===== src/rtl/cpu_pkg.sv =====
// cpu_pkg: shared register-file widths, the hard-wired zero register index and word/index types.
//   GPR_DATA_W  default register width
//   GPR_ADDR_W  default register index width
//   REG_ZERO    index of the register that always reads 0
package cpu_pkg;
    localparam int GPR_DATA_W = 32;
    localparam int GPR_ADDR_W = 5;
    localparam int REG_ZERO   = 0;
    typedef logic [GPR_ADDR_W-1:0] gpr_idx_t;
    typedef logic [GPR_DATA_W-1:0] gpr_word_t;
endpackage


===== src/rtl/gpr_pend_ctr.sv =====
// gpr_pend_ctr: pending-write counter for one register, counting issued but not yet retired writes.
//   clk, rst  clock, asynchronous active-high reset
//   inc       an accepted issue targets this register
//   dec       a retire targets this register (caller only asserts it when the count is non-zero)
//   cnt       current number of outstanding writes
//   sat       count is at its maximum
//   zero      count is zero
module gpr_pend_ctr #(
    parameter int W = 2
) (
    input  logic         clk,
    input  logic         rst,
    input  logic         inc,
    input  logic         dec,
    output logic [W-1:0] cnt,
    output logic         sat,
    output logic         zero
);
    always_ff @(posedge clk or posedge rst) begin
        if (rst) cnt <= '0;
        else if (inc && !dec) cnt <= cnt + 1'b1;
        else if (dec && !inc) cnt <= cnt - 1'b1;
    end
    assign sat  = &cnt;
    assign zero = cnt == '0;
endmodule


===== src/rtl/gpr_sb_file.sv =====
// gpr_sb_file: register file with two combinational read ports, one write port, optional
// write-to-read bypass and a per-register pending-write scoreboard.
//   clk, rst              clock, asynchronous active-high reset
//   rd_addr1/2            read indices
//   rd_data1/2            read data (combinational)
//   rd_busy1/2            read index still has an outstanding write
//   we, wr_addr, wr_data  writeback / retire port
//   iss_valid, iss_dst    decode issues an instruction writing iss_dst
//   iss_ready             issue to iss_dst will be accepted
//   wb_err                sticky: a retire hit a register with no outstanding write
module gpr_sb_file
    import cpu_pkg::*;
#(
    parameter int DATA_W = GPR_DATA_W,
    parameter int ADDR_W = GPR_ADDR_W,
    parameter int PEND_W = 2,
    parameter int BYPASS = 1
) (
    input  logic              clk,
    input  logic              rst,
    input  logic [ADDR_W-1:0] rd_addr1,
    input  logic [ADDR_W-1:0] rd_addr2,
    output logic [DATA_W-1:0] rd_data1,
    output logic [DATA_W-1:0] rd_data2,
    output logic              rd_busy1,
    output logic              rd_busy2,
    input  logic              we,
    input  logic [ADDR_W-1:0] wr_addr,
    input  logic [DATA_W-1:0] wr_data,
    input  logic              iss_valid,
    input  logic [ADDR_W-1:0] iss_dst,
    output logic              iss_ready,
    output logic              wb_err
);
    localparam int DEPTH = 1 << ADDR_W;
    localparam logic [ADDR_W-1:0] ZERO = ADDR_W'(REG_ZERO);
    logic [DATA_W-1:0] regs [DEPTH];
    logic [PEND_W-1:0] cnt [DEPTH];
    logic [DEPTH-1:0]  sat;
    logic [DEPTH-1:0]  zero;
    logic              wr_ok;
    logic              byp1;
    logic              byp2;
    assign wr_ok = we && wr_addr != ZERO;
    always_ff @(posedge clk or posedge rst) begin
        if (rst) begin
            for (int i = 0; i < DEPTH; i++) regs[i] <= '0;
        end else if (wr_ok) begin
            regs[wr_addr] <= wr_data;
        end
    end
    always_ff @(posedge clk or posedge rst) begin
        if (rst) wb_err <= 1'b0;
        else if (wr_ok && zero[wr_addr]) wb_err <= 1'b1;
    end
    assign rd_data1 = rd_addr1 == ZERO ? '0 :
                      (BYPASS != 0 && we && wr_addr == rd_addr1) ? wr_data : regs[rd_addr1];
    assign rd_data2 = rd_addr2 == ZERO ? '0 :
                      (BYPASS != 0 && we && wr_addr == rd_addr2) ? wr_data : regs[rd_addr2];
    // A retire of a pending write counts as already done for the reader when bypassing.
    assign byp1 = BYPASS != 0 && we && wr_addr == rd_addr1 && !zero[rd_addr1];
    assign byp2 = BYPASS != 0 && we && wr_addr == rd_addr2 && !zero[rd_addr2];
    assign rd_busy1 = rd_addr1 != ZERO && (cnt[rd_addr1] - PEND_W'(byp1)) != '0;
    assign rd_busy2 = rd_addr2 != ZERO && (cnt[rd_addr2] - PEND_W'(byp2)) != '0;
    // A saturated counter is non-zero, so any same-cycle retire to it frees a slot.
    assign iss_ready = iss_dst == ZERO || !sat[iss_dst] || (we && wr_addr == iss_dst);
    assign cnt[0]  = '0;
    assign sat[0]  = 1'b0;
    assign zero[0] = 1'b1;
    for (genvar r = 1; r < DEPTH; r++) begin : g_ctr
        gpr_pend_ctr #(.W(PEND_W)) u_ctr (
            .clk  (clk),
            .rst  (rst),
            .inc  (iss_valid && iss_ready && iss_dst == ADDR_W'(r)),
            .dec  (we && wr_addr == ADDR_W'(r) && !zero[r]),
            .cnt  (cnt[r]),
            .sat  (sat[r]),
            .zero (zero[r])
        );
    end
endmodule


===== config.mk =====
export PLATFORM = sky130hd
export DESIGN_NAME = gpr_sb_file
export DESIGN_NICKNAME = d
export VERILOG_FILES = /design/src/rtl/cpu_pkg.sv /design/src/rtl/gpr_pend_ctr.sv /design/src/rtl/gpr_sb_file.sv
export SDC_FILE = /design/constraint.sdc
export NUM_CORES = 2
export LEC_CHECK = 0
export ABC_AREA = 1
export CORE_MARGIN = 2
export CORE_UTILIZATION = 29
export CTS_CLUSTER_SIZE = 14
export DETAILED_ROUTE_END_ITERATION = 10
export PLACE_DENSITY = 0.54
export SETUP_SLACK_MARGIN = 0.2
export SKIP_LAST_GASP = 1
export SYNTH_ARGS = -nofsm -noshare
export SYNTH_HDL_FRONTEND = slang
export SYNTH_SLANG_ARGS = --single-unit
export TNS_END_PERCENT = 10

===== constraint.sdc =====
create_clock -name clk -period 38.3 [get_ports clk]
set_clock_uncertainty 0.05 [all_clocks]
set_input_delay 7.66 -clock clk [delete_from_list [all_inputs] [get_ports clk]]
set_output_delay 7.66 -clock clk [all_outputs]
set_load 0.02 [all_outputs]

# Yosys cells after proc, flatten, opt, wreduce, memory -nomap -nowiden
# Index checks and enable logic that the tools add are counted.
[totals]
regBits = 1087
latch_bits = 0
ramBits = 0
rom_bits = 0
input_bits = 56
out_inout_bits = 68
word_cells = 658
n_memories = 0
[classes]
add_sub_neg = 64
multipliers = 0
n_div = 0
order_cmp = 8
eq_ne = 65
shifts = 0
mux = 89
bitwise_logic = 3
n_reduce_logical = 365
[op_table]
columns = ["cell", "n"]
rows = [
  ["1024-bit bitwise mux", 1],
  ["32-bit binary-select mux with 5-bit select", 2],
  ["32-bit 2-to-1 mux", 9],
  ["1-bit logical AND", 166],
  ["32-bit demux with 5-bit select", 1],
  ["5-bit equality test, second input constant", 32],
  ["2-bit 2-to-1 mux", 66],
  ["1-bit logical NOT", 96],
  ["5-bit by 4-bit equality test with 1-bit output, second input constant", 16],
  ["2-bit nonzero test", 33],
  ["2-bit by 1-bit adder with 2-bit output, second input constant", 31],
  ["2-bit logical NOT", 31],
  ["2-bit AND reduction", 31],
  ["2-bit by 1-bit subtractor with 2-bit output, second input constant", 31],
  ["5-bit by 3-bit equality test with 1-bit output, second input constant", 8],
  ["5-bit by 6-bit < comparator with 1-bit output, second input constant", 4],
  ["1-bit binary-select mux with 5-bit select", 4],
  ["2-bit binary-select mux with 5-bit select", 2],
  ["5-bit by 2-bit equality test with 1-bit output, second input constant", 4],
  ["6-bit >= comparator, second input constant", 3],
  ["5-bit inverter with 6-bit output", 3],
  ["5-bit equality test", 3],
  ["5-bit logical NOT", 3],
  ["5-bit nonzero test", 3],
  ["other kinds (5)", 11],
]

# Logic depth before layout (Yosys ltp)
[logic_depth]
ltp_word = 12
ltp_mapped = 19
mapped_depth_nobuf = 17

# Modules after synthesis
# Synthesis repeated with hierarchy kept, for this count alone.
[hier_totals]
cells_unflattened = 8954
hier_area_um2 = 63495.9
[modules_own_cells]
columns = ["module", "n_inst", "cells_per_inst", "area_each_um2", "seq_area_each_um2"]
rows = [
  ["gpr_sb_file", 1, 8241, 59074.2, 25649.6],
  ["gpr_pend_ctr", 31, 23, 142.6, 50.0],
]

# Worst setup path before layout
# OpenSTA, ideal clock, no wires.
[synth_timing]
kind = "input-to-output"
from = "input port wr_addr[4]"
to = "output port rd_data1[20]"
arrival_ns = 9.095
required_time_ns = 30.590
path_slack_ns = 21.495
path_stages = 10
path_buffers = 3
cell_sequence = "buf_4 -> inv_1 -> buf_4 -> o22ai_1 -> nor2_1 -> nand3_1 -> inv_1 -> buf_2 -> nand2_1 -> a21oi_1"
[synth_via]
elab_chain_cells = 4
[synth_rtl]
columns = ["item", "line_no", "rtl"]
rows = [
  ["start, declared", "gpr_sb_file.sv:28", "input logic [ADDR_W-1:0] wr_addr,"],
  ["5-bit equality test", "gpr_sb_file.sv:57", "(BYPASS != 0 && we && wr_addr == rd_addr1) ? wr_data : regs[rd_addr1];"],
  ["1-bit logical AND", "gpr_sb_file.sv:57", ""],
  ["32-bit 2-to-1 mux", "gpr_sb_file.sv:57", ""],
  ["32-bit 2-to-1 mux", "gpr_sb_file.sv:56", "assign rd_data1 = rd_addr1 == ZERO ? '0 :"],
  ["end, declared", "gpr_sb_file.sv:23", "output logic [DATA_W-1:0] rd_data1,"],
]
# No other way between the ends.

# Worst setup path after layout
[layout_timing]
from = "input port rd_addr2[0]"
to = "output port rd_data2[20]"
[layout_via]
elab_chain_cells = 6
word_cells_on_any_way = 9
cone_classes = "eq/ne (1); mux (5); bitwise (1); reduce/logical (2)"
[layout_rtl]
columns = ["item", "line_no", "rtl"]
rows = [
  ["start, declared", "gpr_sb_file.sv:22", "input logic [ADDR_W-1:0] rd_addr2,"],
  ["5-bit inverter with 6-bit output (not written as such)", "gpr_sb_file.sv:59", "(BYPASS != 0 && we && wr_addr == rd_addr2) ? wr_data : regs[rd_addr2];"],
  ["32-bit binary-select mux with 5-bit select", "gpr_sb_file.sv:59", ""],
  ["32-bit 2-to-1 mux (not written as such) (2 in series)", "gpr_sb_file.sv:59", ""],
  ["32-bit 2-to-1 mux", "gpr_sb_file.sv:59", ""],
  ["32-bit 2-to-1 mux *", "gpr_sb_file.sv:58", "assign rd_data2 = rd_addr2 == ZERO ? '0 :"],
  ["end, declared", "gpr_sb_file.sv:24", "output logic [DATA_W-1:0] rd_data2,"],
]
# Every way passes the cells marked *; elsewhere a longest branch is shown, timed or not. The select of a mux whose other input is x is not followed.

==> results.py <==
metrics = {
    "synthesis": {
        "synth-main-ff-cell": "dfrtp_1",
        "synth_edf_count": 0,
        "ys_ff_latch": 1087,
        "synth_cells": 8595,
        "synthArstFlopShare_pct": 100,
        "syn_area_per_cell_um2": 7.32,
        "synth_top_area_cell": "dfrtp_1",
        "syn_nets": 8682,
        "yosysWarnings": 0,
        "synth.top_cell.area_share_pct": 43.2,
        "netlist_area_um2": 62900,
        "yosys-top-cells-area": "dfrtp_1 43%, o21ai_0 12%, nand2_1 9.5%",
        "synth_seq_area_share_pct": 43.2,
        "synthDistinctLibCells": 39,
    },
    "clock_tree": {
        "clock-sinks": 1087,
        "clkSlewWorstSetupHoldPaths_ns": 0.06,
        "cts_tree": "done",
        "numCtsBuffers": 116,
        "clock_latency_ns": 0.78,
        "post_cts_buffers": 0,
        "hold_buffers": 0,
        "cts_buffer_depth": 3,
        "htreeDepth": 3,
        "post_cts_resize_count": 0,
        "ctsRootBufferMaster": "clkbuf_16",
    },
    "route": {
        "drtIter0Drc": 7699,
        "drcViolationCount": 0,
        "vias_per_cell": 5.55,
        "ant_nets": 0,
        "dr_total_vias": 61600,
        "firstDrtPassIters": 6,
        "wl_um": 265000,
        "drt-wirelength-per-cell_um": 23.9,
    },
    "setup_path": {
        "cp_data_required_time_ns": 30.59,
        "slowest_stage": "buf_4",
        "crit_chain": "buf_8, buf_4, buf_4, buf_4, o211ai_1, nand3_1, nand3_1, nand3_1, nand3_1, a21oi_1, clkdlybuf4s50_1",
        "path_class": "in2out",
        "worst-r2r-cell-count": 15,
        "critPathCaptureType": "output port",
        "slowest_delay_ns": 0.80,
        "path_max_fanout": 124,
        "cp_common_cell": "nand3_1",
        "crit_path_start_kind": "input port",
        "r2r-start": "g_ctr[27].u_ctr.cnt[0]$_DFFE_PP0P_",
        "cp-startpoint": "rd_addr2[0]",
        "cp.arrival_ns": 12.72,
        "reg2reg_to": "g_ctr[29].u_ctr.cnt[1]$_DFFE_PP0P_",
        "rrSetupSlack_ns": 35.53,
    },
    "floorplanning": {
        "start_util_pct": 29.3,
        "dieWidth_um": 470,
        "die_h_um": 470,
        "fp-row-count": 170,
        "die-area_um2": 221000,
        "core_um2": 215000,
        "ios": 124,
    },
    "sta": {
        "max_freq_mhz": 49.0,
        "worst_pin_slew_ns": 1.31,
        "fin_crit_sh_pct": 53.3,
        "finalMaxSlewViolations": 0,
        "report.final.hold_viol_count": 0,
        "rsz0062_at_grt": "false",
        "finalCriticalPeriod_ns": 20.43,
        "relSlewSlack_pct": 12.6,
        "tns_ns": 0,
        "setup_viol": 0,
    },
    "placed_design": {
        "post-place-cells": 10900,
        "gp_congestion": 0.910,
        "dp_hpwl_um": 151000,
        "io_buffers": 123,
    },
    "finish": {
        "fillCellCount": 22700,
        "drive_above_1_share_pct": 5.06,
        "mostFrequentLayoutCell": "nand2_1",
        "final_cells": 11100,
        "final_cell_mix": "1586 x nand2_1, 1546 x o21ai_0, 1087 x dfrtp_1, 910 x a21oi_1, 892 x nand3_1",
        "fin_nets": 8247,
        "syn_to_final_growth_pct": 10.5,
    },
    "power": {
        "pwr-share-clk_pct": 33.9,
        "leakagePower_nw": 29.6,
        "peakVddDrop_mv": 0.0403,
        "p_per_area_nw_per_um2": 52.9,
        "comb_power_share_pct": 23.3,
        "p_sw_share_pct": 34.0,
        "power.switching_mw": 1.25,
        "p_int_mw": 2.43,
        "pwr-share-seq_pct": 42.8,
    },
    "global_routing": {
        "grt_antenna_before_repair": 12,
        "grt_pass1_wl_um": 390000,
        "grt_start_max_net_pins": 197,
        "first_global_vias": 57100,
        "track_usage_pct": 23.3,
        "grt_overflow_total": 0,
    },
    "run": {
        "drv_cap": 0,
    },
    "worst_hold_path": {
        "hold_path_depth": 0,
        "min_to": "regs[994]$_DFFE_PP0P_",
        "min_from": "regs[994]$_DFFE_PP0P_",
        "hp-class": "reg2reg",
    },
    "outcome": {
        "status": "finished clean",
    },
}
synthesized netlist by cell type, types with 8 or more instances:
cell type,n
xor2_1,26
buf_4,40
buf_6,12
nor3_1,8
clkbuf_1,381
dfrtp_1,1087
o22ai_1,15
xnor2_1,38
a21oi_1,910
buf_1,59
inv_1,654
buf_2,318
nand2_4,8
o21ai_1,40
o211a_1,14
ha_1,31
o211ai_1,456
nor2_1,401
o21ai_0,1546
nor2_2,8
nand2_1,1586
clkinv_1,17
nand3_1,894
inv_2,19
metrics by stage:
| step | power (mW) | utilization, % | instance area [um^2] | worst slack, ns | hold slack, ns |
|---|---|---|---|---|---|
| 3_3_place_gp | 2.41 | 30.4 | 65300 | 18.02 | 0.326 |
| 3_5_place_dp | 2.43 | 30.4 | 65300 | 18.04 | 0.328 |
| 4_1_cts | 3.68 | 32.3 | 69500 | 18.03 | 0.343 |
| 2_1_floorplan | 2.17 | - | 62900 | 15.59 | 0.390 |
| 6_report | 3.67 | 32.3 | 69500 | 17.87 | 0.340 |
| 5_1_grt | 3.87 | 32.3 | 69500 | 17.73 | 0.361 |
critical path: cells and delay by family:
kind / cells / cell delay [ns]
AND/OR/NAND/NOR: 4 / 0.59
AO/OA/AOI/OAI: 2 / 0.76
buffers and inverters: 5 / 3.53
cells by family after synthesis:
family	Yosys count	share of synthesized area (%)
AO/OA/AOI/OAI	2989	25.8
AND/OR/NAND/NOR	2924	19.5
buffers and inverters	1500	9.96
flip-flops	1087	43.2
XOR/XNOR	64	0.891
adder cells (fa/ha/maj)	31	0.617
sequential cells by signal, indices dropped and copies added, names as in the netlist:
signal and count:
regs 1024, g_ctr.u_ctr.cnt 62, wb_err 1
metal layers:
layer,vias up,global-route usage [%],part of all wire [%]
met2,3075,36.5,45
met4,8,14.5,6.6
met3,773,3.51,7.9
met1,29600,30.0,41
li1,28200,-,-
met5,-,0,0.024
worst max path at each step:
stage and end:
4_1_cts rd_data2[20], 2_1_floorplan g_ctr[10].u_ctr.cnt[0]$_DFFE_PP0P_, 3_5_place_dp rd_data2[20], 5_1_grt rd_data2[20], 6_report rd_data2[20], 3_3_place_gp rd_data2[20]
power groups by stage:
| stage | Sequential (mW) | Clock (mW) | Combinational (mW) |
|---|---|---|---|
| floorplan | 1.55 | 0 | 0.618 |
| global placement | 1.58 | 0 | 0.827 |
| detailed placement | 1.58 | 0 | 0.844 |
| CTS | 1.57 | 1.26 | 0.847 |
| global route | 1.60 | 1.31 | 0.964 |
| finish | 1.57 | 1.25 | 0.857 |
area by class of cell:
cell class | count | area [um^2] | share of cell area, %
Clock inverter | 53 | 726 | 1.04
Clock buffer | 161 | 3430 | 4.93
Multi-Input combinational cell | 6008 | 29600 | 42.6
Tap cell | 2838 | 3550 | 5.11
Sequential cell | 1087 | 27200 | 39.1
Timing Repair Buffer | 257 | 2320 | 3.34
Inverter | 690 | 2620 | 3.77
Antenna cell | 12 | 30.0 | 0.0432
No activity file was read; power rests on OpenSTA's default activity.
